## config.mk

```make
export PLATFORM = sky130hd
export DESIGN_NAME = pus_feeder_flat
export DESIGN_NICKNAME = d
export VERILOG_FILES = /design/src/rtl/pus_feeder_if.sv /design/src/rtl/pus_feeder.sv /design/src/flat_wrapper.sv
export SDC_FILE = /design/constraint.sdc
export NUM_CORES = 1
export LEC_CHECK = 0
export CORE_AREA = 2 2 92 94
export CTS_BUF_LIST = sky130_fd_sc_hd__clkbuf_16
export CTS_CLUSTER_DIAMETER = 200
export DETAILED_ROUTE_END_ITERATION = 8
export DIE_AREA = 0 0 94 96
export GPL_TIMING_DRIVEN = 0
export PLACE_DENSITY = 0.85
export SLEW_MARGIN = 25
export SYNTH_ARGS = -nofsm -noshare
export SYNTH_HDL_FRONTEND = slang
export SYNTH_SLANG_ARGS = --single-unit
```

## constraint.sdc

```tcl
create_clock -name clk -period 3.5 [get_ports clk]
set_clock_uncertainty 0.1 [all_clocks]
set_input_delay 0.7 -clock clk [delete_from_list [all_inputs] [get_ports clk]]
set_output_delay 0.7 -clock clk [all_outputs]
set_load 0.02 [all_outputs]
```

## src/rtl/pus_feeder_if.sv

```systemverilog
// pus_feeder_if: input beat stream feeding the PU vector loader.
//
// Handshake: a beat transfers on a rising clk edge where s_valid && s_ready.
// The source holds s_data stable while s_valid is high and s_ready is low.
// The sink may raise s_ready without looking at s_valid.
//
// Signals:
//   s_valid  source -> sink  beat valid
//   s_ready  sink -> source  sink can take a beat this cycle
//   s_data   source -> sink  packed pair, low half = even word, high half = odd word
//
// Modports:
//   master  the beat source (DMA front end or testbench driver)
//   slave   the beat sink (pus_feeder)
interface pus_feeder_if #(
    parameter int data_width = 16
) ();

    logic                      s_valid;
    logic                      s_ready;
    logic [2*data_width-1:0]   s_data;

    modport master (
        output s_valid,
        output s_data,
        input  s_ready
    );

    modport slave (
        input  s_valid,
        input  s_data,
        output s_ready
    );

endinterface

```

## src/rtl/pus_feeder.sv

```systemverilog
// pus_feeder: write-side driver for the img2col PU vector.
//
// Takes a stream of packed pixel pairs and loads each PU register file in
// turn. Each accepted beat becomes one paired write, visible one cycle later:
// start is one-hot on the target PU, new1/new2 carry the even/odd words and
// adrs_in1/adrs_in2 the matching even/odd register addresses. Once every PU
// holds reg_num words, round pulses on all PUs, then done pulses.
//
// Ports:
//   clk       system clock, rising edge
//   nrst      asynchronous reset, active-high
//   go        frame start request, only looked at in IDLE
//   s         beat stream (pus_feeder_if.slave)
//   start     one-hot PU write enable
//   round     compute/shift trigger, all PUs at once
//   new1      even word, written at adrs_in1
//   new2      odd word, written at adrs_in2
//   adrs_in1  even register address
//   adrs_in2  odd register address
//   busy      high from go acceptance until after done
//   done      one-cycle end-of-frame pulse
//   state_dbg current FSM state (IDLE=0, LOAD=1, ROUND=2, DONE=3)
module pus_feeder #(
    parameter int row         = 28,
    parameter int data_width  = 16,
    parameter int address_num = 5,
    parameter int reg_num     = 20
) (
    input  logic                   clk,
    input  logic                   nrst,
    input  logic                   go,
    pus_feeder_if.slave            s,
    output logic [row-1:0]         start,
    output logic [row-1:0]         round,
    output logic [data_width-1:0]  new1,
    output logic [data_width-1:0]  new2,
    output logic [address_num-1:0] adrs_in1,
    output logic [address_num-1:0] adrs_in2,
    output logic                   busy,
    output logic                   done,
    output logic [1:0]             state_dbg
);

    // Each beat carries two words, so a PU needs reg_num/2 beats.
    localparam int half = reg_num / 2;
    localparam int pu_w = (row > 1) ? $clog2(row) : 1;

    typedef enum logic [1:0] {
        IDLE  = 2'd0,
        LOAD  = 2'd1,
        ROUND = 2'd2,
        DONE  = 2'd3
    } state_t;

    state_t                 state;
    state_t                 state_n;
    logic [pu_w-1:0]        pu_idx;
    logic [address_num-1:0] beat_idx;
    logic                   accept;
    logic                   beat_wrap;
    logic                   last_pu;
    logic                   last_beat;
    logic                   ready_c;

    assign state_dbg = state;

    assign accept    = s.s_valid && (state == LOAD);
    assign beat_wrap = (beat_idx == address_num'(half - 1));
    assign last_pu   = (pu_idx == pu_w'(row - 1));
    assign last_beat = accept && beat_wrap && last_pu;

    // ------------------------------------------------------------------
    // FSM: state register
    // ------------------------------------------------------------------
    always_ff @(posedge clk or posedge nrst) begin
        if (nrst) begin
            state <= IDLE;
        end else begin
            state <= state_n;
        end
    end

    // ------------------------------------------------------------------
    // FSM: next state and s_ready. s_ready depends on state only, so the
    // source can never build a combinational loop through s_valid.
    // ------------------------------------------------------------------
    always_comb begin
        state_n = state;
        ready_c = 1'b0;
        case (state)
            IDLE: begin
                if (go) begin
                    state_n = LOAD;
                end
            end
            LOAD: begin
                ready_c = 1'b1;
                if (last_beat) begin
                    state_n = ROUND;
                end
            end
            ROUND: begin
                state_n = DONE;
            end
            DONE: begin
                state_n = IDLE;
            end
            default: begin
                state_n = IDLE;
            end
        endcase
    end

    assign s.s_ready = ready_c;

    // ------------------------------------------------------------------
    // Position counters: beat_idx walks the register pairs of one PU,
    // pu_idx advances when a PU is full. Bubbles simply hold them.
    // ------------------------------------------------------------------
    always_ff @(posedge clk or posedge nrst) begin
        if (nrst) begin
            pu_idx   <= '0;
            beat_idx <= '0;
        end else if (state == IDLE && go) begin
            pu_idx   <= '0;
            beat_idx <= '0;
        end else if (accept) begin
            if (beat_wrap) begin
                beat_idx <= '0;
                pu_idx   <= last_pu ? '0 : pu_idx + pu_w'(1);
            end else begin
                beat_idx <= beat_idx + address_num'(1);
            end
        end
    end

    // ------------------------------------------------------------------
    // PU write port. start is a strobe; the data and address lines hold
    // their last values between strobes since the PU ignores them then.
    // ------------------------------------------------------------------
    always_ff @(posedge clk or posedge nrst) begin
        if (nrst) begin
            start    <= '0;
            new1     <= '0;
            new2     <= '0;
            adrs_in1 <= '0;
            adrs_in2 <= '0;
        end else begin
            start <= accept ? (row'(1) << pu_idx) : '0;
            if (accept) begin
                new1     <= s.s_data[data_width-1:0];
                new2     <= s.s_data[2*data_width-1:data_width];
                // reg_num <= 2**address_num, so the doubled index fits.
                adrs_in1 <= address_num'(beat_idx << 1);
                adrs_in2 <= address_num'(beat_idx << 1) | address_num'(1);
            end
        end
    end

    // ------------------------------------------------------------------
    // Frame control outputs. round is registered off the ROUND state so
    // it lands the cycle after the final start strobe, never with it;
    // done follows one cycle later from the DONE state.
    // ------------------------------------------------------------------
    always_ff @(posedge clk or posedge nrst) begin
        if (nrst) begin
            round <= '0;
            done  <= 1'b0;
            busy  <= 1'b0;
        end else begin
            round <= (state == ROUND) ? '1 : '0;
            done  <= (state == DONE);
            // Set on go acceptance, cleared the cycle after the done pulse.
            busy  <= (state == IDLE && go) || (busy && !done);
        end
    end

endmodule

```

## src/flat_wrapper.sv

```systemverilog
// flat-port wrapper written by rule: the top's interface ports become plain ports
module pus_feeder_flat 
#(
    parameter int row         = 28,
    parameter int data_width  = 16,
    parameter int address_num = 5,
    parameter int reg_num     = 20
)
  (clk, nrst, go, start, round, new1, new2, adrs_in1, adrs_in2, busy, done, state_dbg, s_s_valid, s_s_data, s_s_ready);
  pus_feeder_if #(.data_width(data_width)) s_i ();
  input  logic clk;
  input  logic nrst;
  input  logic go;
  output logic [row-1:0] start;
  output logic [row-1:0] round;
  output logic [data_width-1:0] new1;
  output logic [data_width-1:0] new2;
  output logic [address_num-1:0] adrs_in1;
  output logic [address_num-1:0] adrs_in2;
  output logic busy;
  output logic done;
  output logic [1:0] state_dbg;
  input wire logic [$bits(s_i.s_valid)-1:0] s_s_valid;
  input wire logic [$bits(s_i.s_data)-1:0] s_s_data;
  output wire logic [$bits(s_i.s_ready)-1:0] s_s_ready;
  assign s_i.s_valid = s_s_valid;
  assign s_i.s_data = s_s_data;
  assign s_s_ready = s_i.s_ready;
  pus_feeder #(.row(row), .data_width(data_width), .address_num(address_num), .reg_num(reg_num)) u_core (.clk(clk), .nrst(nrst), .go(go), .s(s_i), .start(start), .round(round), .new1(new1), .new2(new2), .adrs_in1(adrs_in1), .adrs_in2(adrs_in2), .busy(busy), .done(done), .state_dbg(state_dbg));
endmodule
```

---- Word-level counts from Yosys, hierarchy flattened ----
Index checks and enable logic that the tools add are counted.
storage, ports and cells
  register bits ........................... 111
  bits of input ports ..................... 36
  output and inout bits ................... 103
  word-level logic and storage cells ...... 46
operators by class
  add/sub/neg operators ................... 2
  equal/unequal tests ..................... 7
  shifts and indexed selects .............. 1
  muxes and demuxes ....................... 13
  reductions and logical operators ........ 12
operators by type and width
  operator                number
  $mux W28                2
  $mux W5                 7
  $shl A1 B5 Y28 const A  1
  $add A5 B1 Y5 const B   2
  $pmux W2 S4             1
  $eq A5 B4 Y1 const B    1
  $eq A5 B5 Y1 const B    1
  $logic_and A1 B1 Y1     5
  $eq A2 B2 Y1 const B    2
  $mux W2                 2
  $reduce_and A2 Y1       2
  $reduce_bool A2 Y1      2
  $eq A2 B1 Y1 const B    1
  $logic_not A2 Y1        1
  $ne A2 B1 Y1 const B    1
  $ne A2 B2 Y1 const B    1
  $logic_not A1 Y1        1
  $logic_or A1 B1 Y1      1
  $mux W1                 1

---- Longest topological paths before layout ----
Gate-level depths: netlist of the first run.
  depth in word-level cells ............... 6
  mapped depth ............................ 8
  depth with buffers taken out ............ 6

---- Worst setup path before layout of the first run ----
No wires, ideal clock.
  path kind ............................... reg2reg
  from .................................... reg u_core.state[1], in the netlist u_core.state_dbg[1]
  to ...................................... reg u_core.state[1], in the netlist u_core.state_dbg[1]
  library setup time ...................... 0.125 ns
  arrival ................................. 1.802 ns
  required time ........................... 3.275 ns
  setup slack ............................. 1.473 ns
  stages on the path, launching flop included .. 8
  buffers on the path ..................... 1
  period minus slack after synthesis ...... 2.027 ns
  cells stage by stage .................... dfrtp_1 inv_1 ha_1 and2_1 buf_6 nand3_1 a21oi_2 mux2_2
between the ends
  word-level cells in the longest chain between the ends .. 6
  elaborated cells on any way between the ends .. 11
  those cells by class .................... eq/ne: 5; mux: 1; reduce/logical: 5
ends and longest elaborated chain
  what                                RTL line                            source
  start, declared                     pus_feeder.sv:55                    state_t state;
  start signal, assigned              pus_feeder.sv:79                    state <= state_n;
  $eq A2 B1 Y1                        pus_feeder.sv:67, pus_feeder.sv:90
  $logic_and A1 B1 Y1                 pus_feeder.sv:67                    assign accept = s.s_valid && (state == LOAD);
  $logic_and A1 B1 Y1 (2 in a row)    pus_feeder.sv:70                    assign last_beat = accept && beat_wrap && last_pu;
  $ne A2 B1 Y1 (no source line)       -
  $reduce_and A2 Y1 (no source line)  -
Several ways; a longest one is shown, not always the timed one.
A chain may end at the register's enable or synchronous reset.

==> summary.txt, run 1 <==
Power and ir drop
  • Power dissipated by switching net loads: 739 uW
  • Relative contribution of combinational cells to total power: 22.4%
  • Power per standard cell area: 513 mW/mm^2
  • Seq pwr share: 41.8%
  • Share of power burned in the clock network: 35.9%
  • Internal power: 1.93 mW
  • Worst vdd ir: 0.000291 V
  • Total design power: 2.67 mW
  • Switching Share: 27.7%
  • Leakage dissipation: 2.52 nW

Die
  • Die W: 94 um
  • Num ports: 139
  • Core area: 0.00805 mm^2
  • Number of rows in the core area: 33
  • Vertical die dimension: 96 um
  • Initial Util: 41.9%
  • Die footprint: 0.00902 mm^2

GRT
  • Fraction of met3 tracks used by global routing: 2.98%
  • Total congestion overflow: 0
  • Number of antenna violations at the first check in global routing: 0
  • Most used routing layer: met2
  • Pin count of the biggest net entering global routing: 46
  • Met2 Usage GRT: 30.0%
  • First-pass GRT wire length: 12300 um
  • Vias in the first global route: 2650
  • Global routing met1 resource utilization: 21.1%
  • Overall routing resource usage: 17.3%

Clock tree
  • CTS root buf: sky130_fd_sc_hd__clkbuf_16
  • Clock latency on the worst-skew pair: 320 ps
  • Number of gates resized after cts: 0
  • CTS Hold Bufs: 0
  • TritonCTS clock tree: built
  • Max Root-Sink Buffers: 2
  • Number of sinks on the clock net: 80
  • Clock buffers created by TritonCTS: 9
  • Clock transition at the registers of the reported paths: 60 ps
  • Total number of H-tree levels: 3
  • Number of buffers added for setup after CTS: 0

Place
  • Number of buffer cells added on primary ports: 137
  • Number of placed instances with taps included: 587
  • Placer Congestion: 0.732
  • Cell area after placement: 0.00490 mm^2
  • Post-Place Setup Slack: 1060 ps
  • DPL Wire Length: 5650 um

Timing
  • Hold Violations, Final: 0
  • Transition at the pin with the smallest max-transition slack: 745 ps
  • RSZ-0062 raised after global routing: false
  • Fmax: 0.361 GHz
  • Number of pins exceeding their max-slew limit in the final report: 0
  • Worst slew margin relative to its limit: 50.3%
  • Final-layout setup total negative slack: 0 ps
  • Final period demand of the worst path: 2770 ps
  • Tcrit/Tclk final: 79.2%
  • Number of setup violations in the final report: 0
  • Slack of the critical path: 727 ps

Yosys
  • Cells after Synth: 344
  • Ys Warns: 0
  • Proportion of register bits with asynchronous set or reset after synthesis: 100%
  • Post-synthesis instance area: 0.00338 mm^2
  • Dominant synthesized flop cell: sky130_fd_sc_hd__dfrtp_1
  • Distinct cell type count after synthesis: 32
  • Portion of the post-synthesis area used by sequential elements: 59.3%
  • Top cell type by total area after synthesis: sky130_fd_sc_hd__dfrtp_1
  • EDFF count, synth: 0
  • Top-area cell type share of the netlist area: 59.3%
  • Synthesized area per cell: 9.81 um^2
  • Post-Syn Nets: 393
  • Flop and latch count out of synthesis: 80
  • Biggest area contributors in the synthesized netlist: sky130_fd_sc_hd__dfrtp_1, sky130_fd_sc_hd__nand2_1, sky130_fd_sc_hd__buf_4

Finish
  • Antenna cell count: 0
  • Fill count: 657
  • Post-route cell area: 0.00522 mm^2
  • Area added between synthesis and finish: 54.5%
  • Share of cells above drive strength 1: 11.6%
  • Most used cells in the layout excluding fill and tap cells: sky130_fd_sc_hd__clkdlybuf4s50_1, sky130_fd_sc_hd__nand2_1, sky130_fd_sc_hd__dfrtp_1
  • Non-Filler Instances: 603
  • Most common cell after layout, fill and taps aside: sky130_fd_sc_hd__clkdlybuf4s50_1
  • Number of nets in the final layout: 542

Worst setup path
  • Crit path DAT: 1970 ps
  • Category of the worst setup path launch point: flip-flop
  • Critical path cell sequence: buf_4 -> clkdlybuf4s50_1
  • Worst R2R Setup Slack: 1530 ps
  • Worst EP required: 2700 ps
  • Capture point of the critical path: round[14]
  • Worst reg-to-reg path cell count: 7
  • Reg2reg start: u_core.state_dbg[1]
  • CP max-delay cell: sky130_fd_sc_hd__dfrtp_1
  • Sort of element at the end of the critical path: output pin
  • Buf/Inv on CP: 2
  • Critical register-to-register path endpoint: u_core.start[15]
  • Largest fanout on the critical path: 28
  • Worst path top cell family by delay: buffers and inverters
  • Critical path type: reg2out
  • Critical Path Start: u_core.round[26]
  • Critical path depth: 2
  • Stage delay of the slowest cell on the critical path: 820 ps

Route
  • Final Routed Wirelength: 7540 um
  • Detailed Route Iter0 Violations: 124
  • Routed WL per cell: 12.5 um
  • Ratio of routed vias to standard cells: 4.53
  • Pre-antenna DRT Iters: 4
  • Final antenna-violating net count: 0
  • Via count: 2732
  • DRC Markers: 0

Worst hold path
  • Hold/Removal Path Class: reg2reg

Job
  • MaxCap Viol Count: 0

Run status
  • Status: finished clean
synthesized netlist by cell type (all sizes together) (2+ instances only):
cell and instances:
a21oi 6, and2 5, buf 37, clkbuf 8, dfrtp 80, ha 13
inv 10, mux2i 2, nand2 122, nand3 2, nand4 3, nor2 33
nor3 3, o21ai 3, or3 4, xor2 3
kinds of logic after synthesis:
kind of cell	Yosys count	synth area share (%)
other	1	0.111
buffers and inverters	55	10.1
xor gates and xnor gates	4	1.04
muxes	3	0.927
AOI/OAI and AO/OA	9	1.45
and+or+nand+nor	179	22.3
adders and majority gates	13	4.82
DFF	80	59.3
power groups by stage:
stage	logic (mW)	clock network (mW)	registers, mW
final	0.598	0.959	1.12
after global routing	0.660	1.04	1.13
after CTS	0.605	0.980	1.12
after detailed placement	0.602	0	1.13
after global placement	0.583	0	1.13
after floorplan	0.264	0	1.19
metal layers:
| metal | up-vias | part of all wire [%] |
|---|---|---|
| li1 | 1329 | - |
| met1 | 1297 | 42 |
| met2 | 94 | 51 |
| met3 | 12 | 5.0 |
| met4 | 0 | 1.8 |
| met5 | - | 0 |
per-stage QoR:
step | util [%] | hold slack (ps)
floorplan | - | 398
global placement | 60.6 | 338
detailed placement | 60.9 | 347
CTS | 64.8 | 361
global route | 64.8 | 382
finish | 64.8 | 356
registers in the layout, indices dropped and copies added (netlist names):
name              count
u_core.new1          16
u_core.done           1
u_core.state_dbg      2
u_core.round          1
u_core.busy           1
u_core.pu_idx         5
u_core.start         28
u_core.beat_idx       5
u_core.adrs_in1       1
u_core.adrs_in2       4
u_core.new2          16
area by class of cell:
class / instances / area (um^2) / share of cell area [%]
Multi-Input combinational cell: 209 / 1030 / 19.8
Clock inverter: 7 / 88.8 / 1.70
Tap cell: 105 / 131 / 2.52
Sequential cell: 80 / 2000 / 38.4
Clock buffer: 9 / 225 / 4.32
Timing Repair Buffer: 138 / 1390 / 26.7
Inverter: 10 / 40.0 / 0.768
Buffer: 45 / 303 / 5.81
how the worst min path moves through the flow:
stage / from / to / cells after the start
after floorplan: u_core.beat_idx[4] / u_core.beat_idx[4] / 2
after global placement: u_core.done / u_core.busy / 1
after detailed placement: u_core.done / u_core.busy / 1
after CTS: u_core.done / u_core.busy / 1
after global routing: u_core.done / u_core.busy / 1
final: u_core.done / u_core.busy / 1
No activity file was read; power rests on OpenSTA's default activity.
==> run 2: changes to the inputs <==
CORE_AREA = 2 2 97 99   (was 2 2 92 94)
DIE_AREA = 0 0 99 101   (was 0 0 94 96)
PLACE_DENSITY = 0.81   (was 0.85)
clock period = 2.2 ns   (was 3.5 ns; I/O delays follow)
==> run 2 against run 1 <==
Compared with the run above: setup slack lost 620 ps; sequential cell count stayed put; largest power group unchanged; routed wire length increased by 10%; clock power rose by 65%; global-route usage fell by 0.58 points; total power grew 62%; die area rose by 11%; count of clock-buffer cells in the layout is the same; register-to-register slack got worse by 1300 ps; hold slack worse by 1.2 ps; core utilization fell by 6.4 points.
==> summary.txt, run 2 (synthesized netlist as in run 1, its figures left out) <==
Run status
  • Status: finished clean

Clock tree
  • TritonCTS clock tree: built
  • CTS root buf: sky130_fd_sc_hd__clkbuf_16
  • Clock latency on the worst-skew pair: 330 ps (about the same)
  • Clock transition at the registers of the reported paths: 60 ps (about the same)
  • Total number of H-tree levels: 3 (unchanged)
  • Clock buffers created by TritonCTS: 9 (unchanged)
  • Max Root-Sink Buffers: 2 (unchanged)
  • Number of sinks on the clock net: 80 (unchanged)

Finish
  • Share of cells above drive strength 1: 15.0% (+3.4 points)
  • Number of nets in the final layout: 545 (+0.55%)
  • Post-route cell area: 0.00524 mm^2 (+0.46%)
  • Most used cells in the layout excluding fill and tap cells: sky130_fd_sc_hd__nand2_1, sky130_fd_sc_hd__clkdlybuf4s50_1, sky130_fd_sc_hd__dfrtp_1
  • Fill count: 733 (+12%)
  • Most common cell after layout, fill and taps aside: sky130_fd_sc_hd__nand2_1
  • Multi-input logic area: 0.00103 mm^2 (unchanged)
  • Non-Filler Instances: 611 (+1.3%)
  • Regs by FF count: u_core.start x28, u_core.new1 x16, u_core.new2 x16
  • Register with the most flip-flops: u_core.start
  • FF/Latch Area: 0.00201 mm^2 (+0.19%)
  • Largest register FFs: 28 (unchanged)
  • Area added between synthesis and finish: 55.2%
  • Antenna cell count: 0 (unchanged)

Die
  • Die footprint: 0.0100 mm^2 (+11%)
  • Vertical die dimension: 101 um (+5.2%)
  • Core area: 0.00898 mm^2 (+11%)
  • Number of rows in the core area: 35 (+6.1%)
  • Num ports: 139 (unchanged)
  • Initial Util: 37.6% (-4.3 points)
  • Die W: 99 um (+5.3%)

Power and ir drop
  • Total design power: 4.33 mW (+62%)
  • Leakage dissipation: 2.70 nW (+7.3%)
  • Power per standard cell area: 826 mW/mm^2 (+61%)
  • Worst vdd ir: 0.000485 V (+67%)

Route
  • Via count: 2695 (-1.4%)
  • Detailed Route Iter0 Violations: 70 (-44%)
  • DRC Markers: 0 (unchanged)
  • Final Routed Wirelength: 8310 um (+10%)
  • Ratio of routed vias to standard cells: 4.41 (-2.6%)
  • Pre-antenna DRT Iters: 4 (unchanged)
  • Final antenna-violating net count: 0 (unchanged)
  • Routed WL per cell: 13.6 um (+8.8%)

Timing
  • Tcrit/Tclk final: 95.3%
  • Number of setup violations in the final report: 0 (unchanged)
  • Number of pins exceeding their max-slew limit in the final report: 0 (unchanged)
  • Hold Worst Slack: 355 ps (-1.21 ps)
  • RSZ-0062 raised after global routing: false
  • Hold Violations, Final: 0 (unchanged)
  • Fmax: 0.477 GHz
  • Final period demand of the worst path: 2100 ps
  • Slack of the critical path: 103 ps (-624 ps)

Worst setup path
  • CP max-delay cell: sky130_fd_sc_hd__clkdlybuf4s50_1
  • Buf/Inv on CP: 2 (unchanged)
  • Critical path type: reg2out
  • Critical path depth: 2 (unchanged)
  • Critical path cell sequence: buf_4 -> clkdlybuf4s50_1
  • Sort of element at the end of the critical path: output pin
  • Worst reg-to-reg path cell count: 7 (unchanged)
  • Stage delay of the slowest cell on the critical path: 630 ps (-190 ps)
  • Crit path DAT: 1560 ps (-410 ps)
  • Worst EP required: 1660 ps (-1040 ps)
  • Category of the worst setup path launch point: flip-flop
  • Worst path top cell family by delay: buffers and inverters
  • Largest fanout on the critical path: 14 (-50%)

Job
  • MaxCap Viol Count: 0 (unchanged)

GRT
  • Overall routing resource usage: 16.7% (-0.58 points)
  • First-pass GRT wire length: 13000 um (+6.2%)
  • Total congestion overflow: 0 (unchanged)
  • Pin count of the biggest net entering global routing: 33 (-28%)
  • Vias in the first global route: 2661 (+0.42%)
  • Number of antenna violations at the first check in global routing: 0 (unchanged)

Worst hold path
  • Hold/Removal Path Class: reg2reg
  • Hold path depth: 1 (unchanged)

Place
  • Cell area after placement: 0.00493 mm^2 (+0.59%)
  • Number of buffer cells added on primary ports: 137 (unchanged)
  • Number of placed instances with taps included: 594 (+1.2%)
  • DPL Wire Length: 6120 um (+8.4%)
  • Placer Congestion: 0.811 (+11%)
  • Post-Place Setup Slack: -72.5 ps (-1130 ps)
[run 2: power by group]
group	internal, mW	switching (mW)	total (mW)
clock	0.995	0.590	1.58
combinational	0.463	0.502	0.965
sequential	1.63	0.142	1.78
total	3.09	1.23	4.33
[run 2: layer usage]
metal	share of wire [%]	vias to the layer above	track usage, %
li1	-	1336	-
met3	5.3	9	4.30
met2	53	74	29.6
met5	0	-	0
met4	1.6	0	6.64
met1	41	1276	19.3
[run 2: final cells by class]
cell class,instances,area share (%)
repair buffers,141,26.7
clock buffers,9,4.30
plain buffers,45,5.78
well taps,111,2.65
inverters,10,0.788
multi-input cells,209,19.7
clock inverters,6,1.77
flip-flops and latches,80,38.3
[run 2: stage by stage]
stage / setup TNS, ps / utilization (%)
after floorplan: 0 / -
after global placement: -7300 / 54.5
after detailed placement: -1660 / 54.9
after CTS: 0 / 58.2
after global routing: 0 / 58.4
final: 0 / 58.4
[run 2: path summary, 6_finish.rpt]
check | start | end | slack [ps]
max reg2reg | u_core.state_dbg[1] | u_core.start[15] | 210
min | u_core.done | u_core.busy | 360
max in group asynchronous | nrst | u_core.round[26] | 870
max | u_core.round[26] | round[0] | 100
min in group asynchronous | nrst | u_core.new1[7] | 380
min reg2reg | u_core.done | u_core.busy | 360
[run 2: repair_timing]
item | 4_1_cts | 5_1_grt
resized for setup | 24 | 6
gates cloned | 0 | 0
setup buffers | 2 | 0
pin swaps | 0 | 0
setup endpoints to repair | 29 | 6
hold buffers | 0 | 0
[run 2: worst reg2reg max path, delay by kind of cell, from the launching register on]
kind / cells / cell delay [ps]
flops: 1 / 430
fa+ha+maj: 1 / 220
simple gates: 3 / 670
buf+inv: 3 / 490
==> run 3: changes to the inputs <==
SLEW_MARGIN = not set   (was 25)
==> results of run 3 <==
No change in the layout: final DEF, timing and power equal those of run 2.
==> patch 1: new RTL, config.mk and constraints of run 1 <==
Put one more register stage on the output `state_dbg`, without a reset. The value now appears one clock later. The other outputs are not delayed to match.
--- a/src/rtl/pus_feeder.sv
+++ b/src/rtl/pus_feeder.sv
@@ -64,3 +64,5 @@
 
-    assign state_dbg = state;
+    always_ff @(posedge clk) begin
+        state_dbg <= state;
+    end
 
Behaviour: not the same (Yosys sat finds a counterexample within 4 cycles, from zero or initial values and one cycle with nrst high).
==> patch 1 against run 1 <==
- total power is 4.4% lower
- final area hardly changed
- routed wire length is 0.30% higher
- largest cell class unchanged
- area after synthesis is 1.1% higher
- worst setup slack worse by 0.053 ns
- sequential cell count is 2 higher
- critical path type unchanged
- highest routed layer unchanged
==> patch 1: results (changes against run 1) <==
- Net count after synthesis: 395 (+0.51%)
- Largest net degree at the start of global routing: 58 (+26%)
- Least-Margin Pin Slew: 0.795 ns (+0.0494 ns)
- Met1 demand-to-capacity share in global routing: 22.3% (+1.2 points)
- Routed len/inst: 12.5 um (about the same)
- Arrival @ worst endpoint: 2.03 ns (+0.06 ns)
- Grt met3 use: 5.79% (+2.8 points)
- Compound-gate portion of the synthesized area: 2.24% (+0.79 points)
- Synth async-reset ratio: 97.6% (-2.4 points)
- Cell leakage power: 2.50 nW (-0.62%)
- Area of placed instances: 4950 sq um (+0.92%)
- GRT Overall Usage: 17.9% (+0.60 points)
- M2 GR Usage: 30.5% (+0.54 points)
- Register share of total power: 44.4% (+2.6 points)
- Worst slack, placed: 1.01 ns (-0.0458 ns)
- Via count of the first global-routing pass: 2535 (-4.3%)
- Portion of netlist area occupied by mux cells: 0.916% (-0.010 points)
- Met3 wire length: 355 um (-6.1%)
- Total routed wirelength: 7570 um (+0.30%)
- Worst vdd ir: 0.326 mV (+12%)
- Switching portion of total power: 29.4% (+1.8 points)
- Adder-Cell Fraction of Synth Area: 4.77% (-0.053 points)
- Run status: finished, final reports clean
- Mean instance size in the synthesized netlist: 9.86 sq um (+0.53%)
- First-pass GRT wire length: 12400 um (+1.1%)
- Cell types occupying the most area after synthesis: dfrtp_1 59%, nand2_1 13%, buf_4 7.3%
- Via/cell ratio: 4.45 (-1.8%)
- Total combinational power: 0.581 mW (-3%)
- M1 WL: 3140 um (-0.60%)
- HPWL after detailed placement: 5680 um (+0.63%)
- Post-placement cell count: 589 (+0.34%)
- Routed wire length on met2: 4050 um (+4.5%)
- Distinct cell type count of the synthesized netlist: 34 (+6.3%)
- Fraction of the yosys area taken by sequential cells: 59.8% (+0.52 points)
## patch 1: final cells by class
cell class	count	area, sq um
clock inverter	7	46.3
clock buffer	9	225
sequential	82	2040
timing repair buffer	138	1400
inverter	10	40.0
tap	105	131
multi-input combinational	209	1040
fill	666	2830
buffer	45	298
## patch 1: path summary, 6_finish.rpt
path	from	end	slack (ns)	cells after the start
hold / removal	u_core.state[0]	u_core.state_dbg[0]	0.34	0
min in group asynchronous	nrst	u_core.new2[6]	0.62	2
max in group asynchronous	nrst	u_core.start[0]	2.12	3
hold reg to reg	u_core.state[0]	u_core.state_dbg[0]	0.34	0
setup / recovery	u_core.round[26]	round[15]	0.67	2
setup reg to reg	u_core.state[1]	u_core.start[18]	1.47	7
## patch 1: worst max-delay path, cell delays in order (launching register included)
cell and delay (ns):
dfrtp_1 0.86, buf_4 0.23, clkdlybuf4s50_1 0.61
==> patch 2: new RTL, config.mk and constraints of run 1 <==
Without the edit above. `address_num` is set to 5 in 2 places; all go to 6.
--- a/src/rtl/pus_feeder.sv
+++ b/src/rtl/pus_feeder.sv
@@ -25,3 +25,3 @@
     parameter int data_width  = 16,
-    parameter int address_num = 5,
+    parameter int address_num = 6,
     parameter int reg_num     = 20
--- a/src/flat_wrapper.sv
+++ b/src/flat_wrapper.sv
@@ -5,3 +5,3 @@
     parameter int data_width  = 16,
-    parameter int address_num = 5,
+    parameter int address_num = 6,
     parameter int reg_num     = 20
Interface: changed (resized adrs_in1 and adrs_in2); port bits go from 139 to 141. The function was not compared with the original's and may differ.
==> patch 2 against run 1 <==
- combinational power rose by 17%
- cell count down 10%
- final area up 1.8%
- sequential share of layout area increased by 0.25 points
- sequential cell count is 2 higher
- non-clock buffer count down 1
- highest routed layer unchanged
- maximum frequency is 0.79% lower
- worst setup slack lost 0.022 ns
- area after synthesis rose by 2.6%
- routed wire length rose by 0.53%
- worst hold slack gained 0.023 ns
- total power is 4.2% higher
==> patch 2: results (changes against run 1) <==
- Number of buffers inserted during clock tree synthesis: 9 (unchanged)
- Least-Margin Pin Slew: 0.763 ns (+0.0177 ns)
- Fraction of the yosys area taken by sequential cells: 59.2% (-0.076 points)
- Top post-synthesis cells by count: 82 x dfrtp_1, 36 x mux2_2, 34 x nor2_1
- HPWL after detailed placement: 5780 um (+2.3%)
- Run status: finished, final reports clean
- Via/cell ratio: 4.56 (+0.69%)
- Met1 demand-to-capacity share in global routing: 21.9% (+0.82 points)
- Grt met3 use: 4.39% (+1.4 points)
- Total of warnings raised by yosys: 0 (unchanged)
- Via count of the first global-routing pass: 2454 (-7.4%)
- Worst slack, placed: 0.846 ns (-0.210 ns)
- Arrival @ worst endpoint: 2.00 ns (+0.03 ns)
- GRT Overall Usage: 17.1% (-0.15 points)
- Clock tree root driver cell: clkbuf_16
- Cell leakage power: 2.37 nW (-5.8%)
- Share of post-route cells with drive strength above 1: 21.6% (+9.9 points)
- Routed len/inst: 14.0 um (+12%)
- Cell types occupying the most area after synthesis: dfrtp_1 59%, mux2_2 12%, buf_4 7.2%
- Net count, final: 481 (-11%)
- Net count after synthesis: 330 (-16%)
- Worst vdd ir: 0.341 mV (+17%)
- Area of placed instances: 5020 sq um (+2.4%)
- First-pass GRT wire length: 12000 um (-2.6%)
- Final GP Congestion: 0.800 (+9.4%)
- Distinct cell type count of the synthesized netlist: 32 (unchanged)
- M2 GR Usage: 29.0% (-0.95 points)
- DRC marker count from the first detailed-route iteration: 67 (-46%)
- Insertion delay of the later-clocked pin in the worst-skew pair: 0.32 ns (about the same)
- Worst-path fanout max: 28 (unchanged)
- Clk slew on worst S/H paths: 0.06 ns (about the same)
- Number of port buffers: 139 (+1.5%)
- Largest net degree at the start of global routing: 58 (+26%)
- Class of the tightest hold or removal check: reg2reg
==> patch 2: cell type report <==
cell class | instances | area, sq um
fillers | 614 | 2740
flip-flops and latches | 82 | 2050
repair buffers | 140 | 1420
multi-input cells | 147 | 1090
plain buffers | 42 | 287
clock buffers | 9 | 225
well taps | 105 | 131
clock inverters | 6 | 68.8
inverters | 10 | 40.0
==> patch 2: power breakdown <==
part	internal, mW	switching, mW
clock network	0.550	0.353
logic	0.360	0.341
registers	1.07	0.115
==> patch 2: cells by family after synthesis <==
kind of cell / share of synthesized area, %
adders and majority gates: 4.69
DFF: 59.2
AOI/OAI and AO/OA: 2.85
muxes: 12.3
buffers and inverters: 9.35
xor gates and xnor gates: 0.506
and+or+nand+nor: 11.0
other: 0.108
==> patch 2: worst paths after layout <==
check	start	endpoint	slack, ns	cells past startpoint
hold reg to reg	u_core.adrs_in2[0]	u_core.adrs_in2[0]	0.38	1
max in group asynchronous	nrst	u_core.beat_idx[1]	2.12	3
setup reg to reg	u_core.state_dbg[1]	u_core.start[16]	1.34	7
min in group asynchronous	nrst	u_core.start[18]	0.61	2
hold / removal	u_core.adrs_in2[0]	u_core.adrs_in2[0]	0.38	1
setup / recovery	u_core.round[26]	round[20]	0.70	2
==> patch 2: worst max-delay path, stage by stage, from the launching register on <==
cell             delay (ns)
dfrtp_1                0.84
buf_4                  0.22
clkdlybuf4s50_1        0.61
==> patch 2: routing by layer <==
| metal | up-vias | part of all wire (%) |
|---|---|---|
| met2 | 80 | 52 |
| li1 | 1193 | - |
| met5 | - | 0 |
| met3 | 9 | 5.4 |
| met1 | 1186 | 42 |
| met4 | 0 | 0.84 |
==> patch 2: metrics by stage <==
step / instances / power, mW
3_3_place_gp: 525 / 1.87
2_1_floorplan: 281 / 1.57
4_1_cts: 541 / 2.82
3_5_place_dp: 526 / 1.90
5_1_grt: 541 / 2.93
6_report: 541 / 2.78
